<file path="src/rtl/motoro3_seq_pkg.sv">
// rtl/motoro3_seq_pkg.sv - shared state encoding and constants for the motoro3 step sequencer
package motoro3_seq_pkg;

   typedef enum logic [1:0] {
      IDLE = 2'd0,
      RAMP = 2'd1,
      RUN  = 2'd2,
      STOP = 2'd3
   } seq_state_e;

   localparam logic [3:0] STEP_PARK  = 4'd15;
   localparam logic [3:0] STEP_LAST  = 4'd14;
   localparam int         PERIOD_MIN = 2;

endpackage

</file>
<file path="src/rtl/motoro3_period_counter.sv">
// rtl/motoro3_period_counter.sv - loadable step down-counter with period clamp and registered end-of-step strobes
module motoro3_period_counter
   import motoro3_seq_pkg::*;
#(
   parameter int CNT_W = 25
) (
   input  logic             clk_i,
   input  logic             rst_i,
   input  logic             load_i,
   input  logic             active_nxt_i,
   input  logic [CNT_W-1:0] period_i,
   output logic [CNT_W-1:0] cnt_o,
   output logic             last1_o,
   output logic             last2_o,
   output logic             boundary_o
);

   logic [CNT_W-1:0] cnt_q, cnt_d;
   logic [CNT_W-1:0] load_val;
   logic             last1_q, last2_q;

   always_comb begin
      load_val = (period_i < CNT_W'(PERIOD_MIN)) ? CNT_W'(PERIOD_MIN) : period_i;
      cnt_d    = cnt_q;
      if (load_i) begin
         cnt_d = load_val - CNT_W'(1);
      end else if (cnt_q != '0) begin
         cnt_d = cnt_q - CNT_W'(1);
      end
   end

   // Strobes are decoded from the next count so they line up with cnt_o as registers.
   always_ff @(posedge clk_i) begin
      if (rst_i) begin
         cnt_q   <= '0;
         last1_q <= 1'b0;
         last2_q <= 1'b0;
      end else begin
         cnt_q   <= cnt_d;
         last2_q <= (cnt_d == CNT_W'(1));
         last1_q <= active_nxt_i && (cnt_d == '0);
      end
   end

   assign cnt_o      = cnt_q;
   assign last1_o    = last1_q;
   assign last2_o    = last2_q;
   assign boundary_o = last1_q;

endmodule

</file>
<file path="src/rtl/motoro3_step_sequencer.sv">
// rtl/motoro3_step_sequencer.sv - step timebase FSM; soft-start RAMP present only with MOTORO3_SEQ_SOFTSTART_EN
module motoro3_step_sequencer
   import motoro3_seq_pkg::*;
#(
   parameter int CNT_W = 25,
   parameter int LEN_W = 16
) (
   input  logic             clk,
   input  logic             rst,
   input  logic             start,
   input  logic             stop,
   input  logic [CNT_W-1:0] m3r_periodInit,
   input  logic [CNT_W-1:0] m3r_periodRun,
   input  logic [CNT_W-1:0] m3r_periodDec,
   input  logic [LEN_W-1:0] m3r_plLenStart,
   input  logic [LEN_W-1:0] m3r_plLenRun,
   output logic [CNT_W-1:0] m3cnt,
   output logic             m3cntLast2,
   output logic             m3cntLast1,
   output logic [3:0]       sgStep,
   output logic [LEN_W-1:0] plLen,
   output logic             busy
);

   seq_state_e       state_q, state_d;
   logic [3:0]       step_q, step_d;
   logic [LEN_W-1:0] pllen_q, pllen_d;
   logic [CNT_W-1:0] period_q, period_d;
   logic             busy_q;
   logic             load;
   logic             boundary;

`ifdef MOTORO3_SEQ_SOFTSTART_EN
   logic [CNT_W-1:0] ramp_p;
   // Saturate at the run period; an underflowing subtraction also lands there.
   assign ramp_p = ((m3r_periodDec > period_q) || (period_q - m3r_periodDec <= m3r_periodRun))
                   ? m3r_periodRun : (period_q - m3r_periodDec);
`else
   logic unused_cfg;
   assign unused_cfg = ^{m3r_periodInit, m3r_periodDec, m3r_plLenStart};
`endif

   always_comb begin
      state_d  = state_q;
      step_d   = step_q;
      pllen_d  = pllen_q;
      period_d = period_q;
      load     = 1'b0;
      case (state_q)
         IDLE: begin
            if (start && !stop) begin
               load     = 1'b1;
               step_d   = '0;
               state_d  = RUN;
               period_d = m3r_periodRun;
               pllen_d  = m3r_plLenRun;
`ifdef MOTORO3_SEQ_SOFTSTART_EN
               if (m3r_periodInit > m3r_periodRun) begin
                  state_d  = RAMP;
                  period_d = m3r_periodInit;
                  pllen_d  = m3r_plLenStart;
               end
`endif
            end
         end
         RAMP, RUN: begin
            if (stop && boundary) begin
               state_d  = IDLE;
               step_d   = STEP_PARK;
               pllen_d  = '0;
               period_d = '0;
            end else if (stop) begin
               state_d = STOP;
            end else if (boundary) begin
               load     = 1'b1;
               step_d   = (step_q == STEP_LAST) ? 4'd0 : step_q + 4'd1;
               state_d  = RUN;
               period_d = m3r_periodRun;
               pllen_d  = m3r_plLenRun;
`ifdef MOTORO3_SEQ_SOFTSTART_EN
               if ((state_q == RAMP) && (ramp_p != m3r_periodRun)) begin
                  state_d  = RAMP;
                  period_d = ramp_p;
                  pllen_d  = m3r_plLenStart;
               end
`endif
            end
         end
         STOP: begin
            if (boundary) begin
               state_d  = IDLE;
               step_d   = STEP_PARK;
               pllen_d  = '0;
               period_d = '0;
            end
         end
         default: state_d = IDLE;
      endcase
   end

   always_ff @(posedge clk) begin
      if (rst) begin
         state_q  <= IDLE;
         step_q   <= STEP_PARK;
         pllen_q  <= '0;
         period_q <= '0;
         busy_q   <= 1'b0;
      end else begin
         state_q  <= state_d;
         step_q   <= step_d;
         pllen_q  <= pllen_d;
         period_q <= period_d;
         busy_q   <= (state_d != IDLE);
      end
   end

   motoro3_period_counter #(.CNT_W(CNT_W)) u_period_counter (
      .clk_i        (clk),
      .rst_i        (rst),
      .load_i       (load),
      .active_nxt_i (state_d != IDLE),
      .period_i     (period_d),
      .cnt_o        (m3cnt),
      .last1_o      (m3cntLast1),
      .last2_o      (m3cntLast2),
      .boundary_o   (boundary)
   );

   assign sgStep = step_q;
   assign plLen  = pllen_q;
   assign busy   = busy_q;

endmodule

</file>
<file path="config.mk">
export PLATFORM = sky130hd
export DESIGN_NAME = motoro3_step_sequencer
export DESIGN_NICKNAME = d
export VERILOG_FILES = /design/src/rtl/motoro3_seq_pkg.sv /design/src/rtl/motoro3_period_counter.sv /design/src/rtl/motoro3_step_sequencer.sv
export SDC_FILE = /design/constraint.sdc
export NUM_CORES = 1
export LEC_CHECK = 0
export CAP_MARGIN = 40
export CORE_MARGIN = 5
export CORE_UTILIZATION = 40
export DETAILED_ROUTE_END_ITERATION = 10
export GPL_TIMING_DRIVEN = 0
export PLACE_DENSITY = 0.75
export SLEW_MARGIN = 20
export SYNTH_ARGS = -nofsm -noshare
export SYNTH_HDL_FRONTEND = slang
export SYNTH_HIERARCHICAL = 1
export SYNTH_SLANG_ARGS = --single-unit
</file>
<file path="constraint.sdc">
create_clock -name clk -period 10 [get_ports clk]
set_input_delay 2 -clock clk [delete_from_list [all_inputs] [get_ports clk]]
set_output_delay 2 -clock clk [all_outputs]
set_load 0.03 [all_outputs]
</file>
; Word-level counts from Yosys, hierarchy flattened
; Cells that the tools add are included.
[totals]
regBits = 75
output_inout_bits = 48
wordCells = 64
[classes]
n_addsub = 3
order_cmp = 1
eq_ne = 9
mux = 33
reduce_logical = 10
[ops]
columns = operator, n
row1 = $mux 25, 8
row2 = $mux 16, 5
row3 = $pmux 25 s3, 1
row4 = $sub 25x1->25 const B, 2
row5 = $pmux 16 s3, 1
row6 = $eq 25x1->1 const B, 1
row7 = $logic_not 25->1, 1
row8 = $lt 25x2->1 const B, 1
row9 = $reduce_bool 25->1, 1
row10 = $mux 4, 6
row11 = $pmux 4 s3, 1
row12 = $mux 2, 5
row13 = $pmux 2 s3, 1
row14 = $add 4x1->4 const B, 1
row15 = $eq 2x2->1 const B, 2
row16 = $eq 4x4->1 const B, 1
row17 = $mux 1, 4
row18 = $reduce_and 4->1, 1
row19 = $logic_and 1x1->1, 3
row20 = $ne 3x2->1 const B, 1
row21 = $ne 3x3->1 const B, 1
row22 = $eq 2x1->1 const B, 1
row23 = $logic_not 2->1, 1
row24 = $ne 2x1->1 const B, 1
row25 = 5 further kinds, 5

; Depth between registers and ports, before layout
[logic_depth]
word_depth = 10
ltp_mapped = 21

; Cells and area by module
; Netlist, hierarchy kept.
[modules_own_cells]
columns = module, instances, cells_per_inst, area_each_um2
row1 = motoro3_step_sequencer, 1, 314, 2620.0
row2 = motoro3_period_counter, 1, 315, 2343.5

; Worst setup path before layout
; OpenSTA, ideal clock, no wires.
[synth_path]
path_type = input-to-reg
start = in stop
end = reg u_period_counter.last1_q, in the netlist u_period_counter/boundary_o
arrival_ns = 6.195
required_ns = 9.922
path_slack_ns = 3.727
stages = 21
n_path_buf = 4
cell_sequence = buf_6 > nor2b_1 > buf_2 > buf_2 > mux2_2 > nand2_1 > nand2_1 > nor4_1 > nand4_1 > or2_2 > nand2_1 > ha_1 > nand2b_1 > or4_1 > clkbuf_1 > o21a_1 > o21ai_0 > o2111a_1 > nand4_1 > or4_1 > nor3_1
[synth_between]
elab_chain_cells = 10
[synth_lines]
columns = element, line_no
row1 = from (decl), motoro3_step_sequencer.sv:11  ; input logic stop,
row2 = $logic_not 1->1, motoro3_step_sequencer.sv:51  ; if (start && !stop) begin
row3 = $logic_and 1x1->1, motoro3_step_sequencer.sv:51
row4 = $mux 25, motoro3_step_sequencer.sv:51
row5 = $pmux 25 s3 *, motoro3_step_sequencer.sv:49  ; case (state_q)
row6 = named net period_d[13], motoro3_step_sequencer.sv:28  ; logic [CNT_W-1:0] period_q, period_d;
row7 = $lt 25x2->1, motoro3_period_counter.sv:23  ; load_val = (period_i < CNT_W'(PERIOD_MIN)) ? CNT_W'(PERIOD_MIN) : period_i;
row8 = $mux 25 *, motoro3_period_counter.sv:23
row9 = $sub 25x1->25 *, motoro3_period_counter.sv:26  ; cnt_d = load_val - CNT_W'(1);
row10 = $mux 25 *, motoro3_period_counter.sv:25  ; if (load_i) begin
row11 = $logic_not 25->1 *, motoro3_period_counter.sv:41  ; last1_q <= active_nxt_i && (cnt_d == '0);
row12 = $logic_and 1x1->1 *, motoro3_period_counter.sv:41
row13 = to (signal assigned), motoro3_period_counter.sv:41
row14 = to (decl), motoro3_period_counter.sv:20  ; logic last1_q, last2_q;
; The timed path passes the listed nets; every way through them passes the cells marked *.
; A chain may end at the register's enable or synchronous reset.

; Worst setup path in the final report
[layout_path]
start = in start
end = reg u_period_counter.last2_q, in the netlist u_period_counter/last2_o
[layout_between]
elab_chain_cells = 8
[layout_lines]
columns = element, line_no
row1 = from (decl), motoro3_step_sequencer.sv:10  ; input logic start,
row2 = $logic_and 1x1->1 *, motoro3_step_sequencer.sv:51
row3 = $mux 25 *, motoro3_step_sequencer.sv:51
row4 = $pmux 25 s3 *, motoro3_step_sequencer.sv:49
row5 = named net period_d[11], motoro3_step_sequencer.sv:28
row6 = $lt 25x2->1, motoro3_period_counter.sv:23
row7 = $mux 25 *, motoro3_period_counter.sv:23
row8 = $sub 25x1->25 *, motoro3_period_counter.sv:26
row9 = $mux 25 *, motoro3_period_counter.sv:25
row10 = $eq 25x1->1 *, motoro3_period_counter.sv:40  ; last2_q <= (cnt_d == CNT_W'(1));
row11 = to (signal assigned), motoro3_period_counter.sv:40
row12 = to (decl), motoro3_period_counter.sv:20
; Marks and branches as above.

==> summary.md <==
| Metric | Value |
|---|---|
| Status | `complete, no violations` |
| Buf/Inv on CP | `3` |
| Critical Path End Type | `flip-flop` |
| Worst Clk Skew | `7.60 ps` |
| Yosys warns | `6` |
| Critical path depth in cells | `20` |
| Switching portion of total power | `0.415` |
| Post-CTS setup buffer count | `0` |
| ANT cells | `0` |
| Number of cells on the worst reg-to-reg path | `19` |
| Internal power | `748 µW` |
| Clock buffer depth | `2` |
| GRT Overall Usage | `0.213` |
| Fin. max-slew vios | `0` |
| Clock power frac | `0.228` |
| Max-cap violations | `0` |
| EDFF count, synth | `0` |
| Peak fanout along the critical path | `10` |
| GR peak layer | `met2` |
| Initial core utilization | `0.410` |
| Total power | `1280 µW` |
| Top-area cell type share of the netlist area | `0.302` |
| DRC | `0` |
| Routed vias/inst | `5.74` |
| Critical-path cell list | `clkdlybuf4s50_1 -> nor2b_1 -> buf_2 -> buf_2 -> mux2_2 -> nand2_1 -> nand2_1 -> nor4_1 -> nand4_1 -> or2_2 -> nand2_1 -> ha_1 -> nor4b_1 -> nand4_1 -> o31ai_1 -> a32oi_1 -> nor4_1 -> nand4_1 -> or4_1 -> nor3_1` |
| Met1 track demand over resource | `0.273` |
| I/O Pins | `159` |
| Crit path to | `u_period_counter/last2_o` |
| Syn Nets | `between 700 and 800` |
| Least-Margin Pin Slew | `971 ps` |
| Static Leakage | `0.00239 µW` |
| Reg2reg setup slack | `about 3700 ps` |
| Setup TNS | `0 ps` |
| Gpl congestion | `0.913` |
| Post-route worst setup slack | `2320 ps` |
| ANT nets after route | `0` |
| Slew headroom | `0.353` |
| Most frequent cells in the layout | `clkdlybuf4s50_1 (91), nand2_1 (80), dfxtp_1 (75)` |
| Most used DFF post-synth | `dfxtp_1` |
| Via Count | `5190` |
| Max Freq | `130 MHz` |
| Pre-CTS setup slack | `2180 ps` |
| Unrepaired setup endpoints after global routing | `false` |
| Switching pwr | `530 µW` |
| Iter 0 DRT Violations | `509` |
| Site Rows | `40` |
| CTS tree | `done` |
| Placement-stage cell area | `6090 µm²` |
| CTS Buf Count | `9` |
| Cell at the root of the clock tree | `clkbuf_16` |
| Hold crit path type | `flip-flop to flip-flop` |
| Final #Nets | `848` |
| HPWL Detailed | `about 12000 µm` |
| PwrDens | `around 200 nW/µm²` |
| Hold Path Stages | `2` |
| Most common cell after layout, fill and taps aside | `clkdlybuf4s50_1` |
| # fillers | `1170` |
| Yosys top cell by area | `dfxtp_1` |
| WS Path Type | `primary input to flip-flop` |
| Die area | `roughly 15000 µm²` |
| Met3 usage | `0.0452` |
| Highest-delay cell along the critical path | `nor4_1` |
| Peak VDD IR | `0.0780 mV` |
| Syn Area/Cell | `7.89 µm²` |
| CP required | `10240 ps` |
| CP arrival | `7920 ps` |
| Global-route met2 utilization | `0.353` |
| Clock-pin slew on the worst setup and hold paths | `60 ps` |
| Post-Route WL | `15500 µm` |
| Hold_buf cts | `0` |
| Unique masters post-synth | `69` |
| WL per Instance | `17.2 µm` |
| Worst flop-to-flop path endpoint | `u_period_counter/last2_o` |
| Register area share after synthesis | `0.302` |
| Min cycle time layout | `between 7000 and 8000 ps` |
| Input/output buffers | `91` |
| Crit start category | `primary input` |
| First-pass GRT wire length | `roughly 25000 µm` |
| Crit path max-delay family | `simple AND/OR/NAND/NOR gates` |
| CTS Sinks | `75` |
| Die Y | `between 100 and 150 µm` |
| Largest cells by area after synthesis | `dfxtp_1 (30%), nand2_1 (6.0%), mux2_2 (4.8%)` |
| Core Area | `12100 µm²` |
| CTS H-tree depth | `3` |
| Design area | `6350 µm²` |
| Post-CTS Resized | `0` |
| Largest net degree at the start of global routing | `13` |
| Router iterations before antenna repair | `5` |
| Synthesized flop and latch total | `75` |
| Fin crit share | `0.768` |
| Die W | `approximately 120 µm` |
| Initial antenna violation count | `0` |
| Final setup violation count | `0` |
| Crit path from | `start` |
| Grt ovf | `0` |
| Comb pwr share | `0.472` |
| Vias in the first global route | `slightly above 5000` |
| Post-synth ARST share | `0` |
| Synth Instances | `approximately 630` |
| Ratio of cells with drive above 1 in the final layout | `0.110` |
| Worst r2r src | `state_q[0]` |
| Crit-path max cell delay | `620 ps` |
| Sequential share of power | `0.300` |
| Clock Latency Late Sink | `340 ps` |
| Final hold vios | `0` |
| Synth-to-layout area growth | `28.0%` |
| Synthesized area | `4960 µm²` |
| Min-delay src | `plLen[15]` |
per-stage QoR:
| step | hold WS, ps | instances | utilization |
|---|---|---|---|
| finish | 514 | 904 | 0.525 |
| CTS | 520 | 904 | 0.525 |
| global route | 545 | 904 | 0.525 |
| global placement | 494 | 888 | 0.502 |
| detailed placement | 505 | 888 | 0.503 |
| floorplan | 554 | 629 | - |
Yosys cell counts, types with 3 or more instances:
cell	n
nand2_1	80
dfxtp_1	75
nor2_1	52
a21oi_1	32
nand3_1	29
nor3_1	28
clkbuf_1	22
mux2_2	21
a21o_1	20
o21ai_0	18
nor4_1	15
xor2_1	15
a22oi_1	11
and2_1	11
mux2i_1	11
nor2b_1	11
a22oi_2	10
inv_1	10
nor2_2	10
o21a_1	10
xnor2_1	10
nand4_1	9
or3_1	9
or4_1	8
buf_2	7
a32oi_1	6
ha_1	6
buf_6	5
nand2b_1	5
a211oi_1	4
a31oi_1	4
buf_1	4
or2_2	4
a22o_1	3
and4_1	3
nand3b_1	3
nand4b_1	3
nor4b_1	3
o211ai_1	3
layer usage:
layer | up-vias | share of wire
li1 | 2503 | -
met1 | 2442 | 0.43
met2 | 214 | 0.48
met3 | 31 | 0.067
met4 | 0 | 0.023
met5 | - | 0
sequential cells by signal, summed over array words and instances (netlist names):
register,count
u_period_counter/boundary_o,1
state_q,2
sgStep,4
plLen,16
busy,1
u_period_counter/last2_o,1
u_period_counter/cnt_o,25
period_q,25
final cells by class:
| cell class | instances | area (µm²) | share of cell area |
|---|---|---|---|
| clock inverters | 5 | 30.0 | 0.00473 |
| well taps | 168 | 210 | 0.0331 |
| flip-flops and latches | 75 | 1500 | 0.236 |
| multi-input cells | 503 | 3220 | 0.507 |
| repair buffers | 91 | 911 | 0.143 |
| inverters | 11 | 41.3 | 0.00650 |
| clock buffers | 11 | 233 | 0.0366 |
| plain buffers | 40 | 204 | 0.0321 |
cell families after synthesis:
family                     count (synthesis)  share of synthesized area
and+or+nand+nor                          293                      0.301
AOI/OAI and AO/OA                        147                      0.218
adders and majority gates                  6                     0.0151
buffers and inverters                     51                     0.0494
DFF                                       75                      0.302
xor gates and xnor gates                  25                     0.0441
muxes                                     32                     0.0698
power by group through the flow:
stage	Clock [µW]	Sequential, µW	Combinational (µW)
floorplan	0	441	348
global placement	0	386	582
detailed placement	0	389	591
CTS	297	382	594
global route	311	390	655
finish	292	383	603
worst min path at each step:
| stage | to | slack (ps) |
|---|---|---|
| after global routing | plLen[6] | 540 |
| after floorplan | period_q[10] | 550 |
| after detailed placement | plLen[10] | 500 |
| final | plLen[15] | 510 |
| after global placement | plLen[4] | 490 |
| after CTS | plLen[10] | 520 |
worst reg2reg max path, cell delays in order (launching register included):
cell and delay (ps):
dfxtp_1 400, inv_1 90, ha_1 400, o21bai_1 420
clkbuf_1 460, a21o_1 150, nand2_1 170, nor4_1 630
nand4_1 270, or2_2 380, nand2_1 100, ha_1 220
nor4b_1 360, nand4_1 230, o31ai_1 400, a32oi_1 220
nor4_1 350, nand4_1 130, or4_1 540, nor3_1 260
No activity file was read; power rests on OpenSTA's default activity.
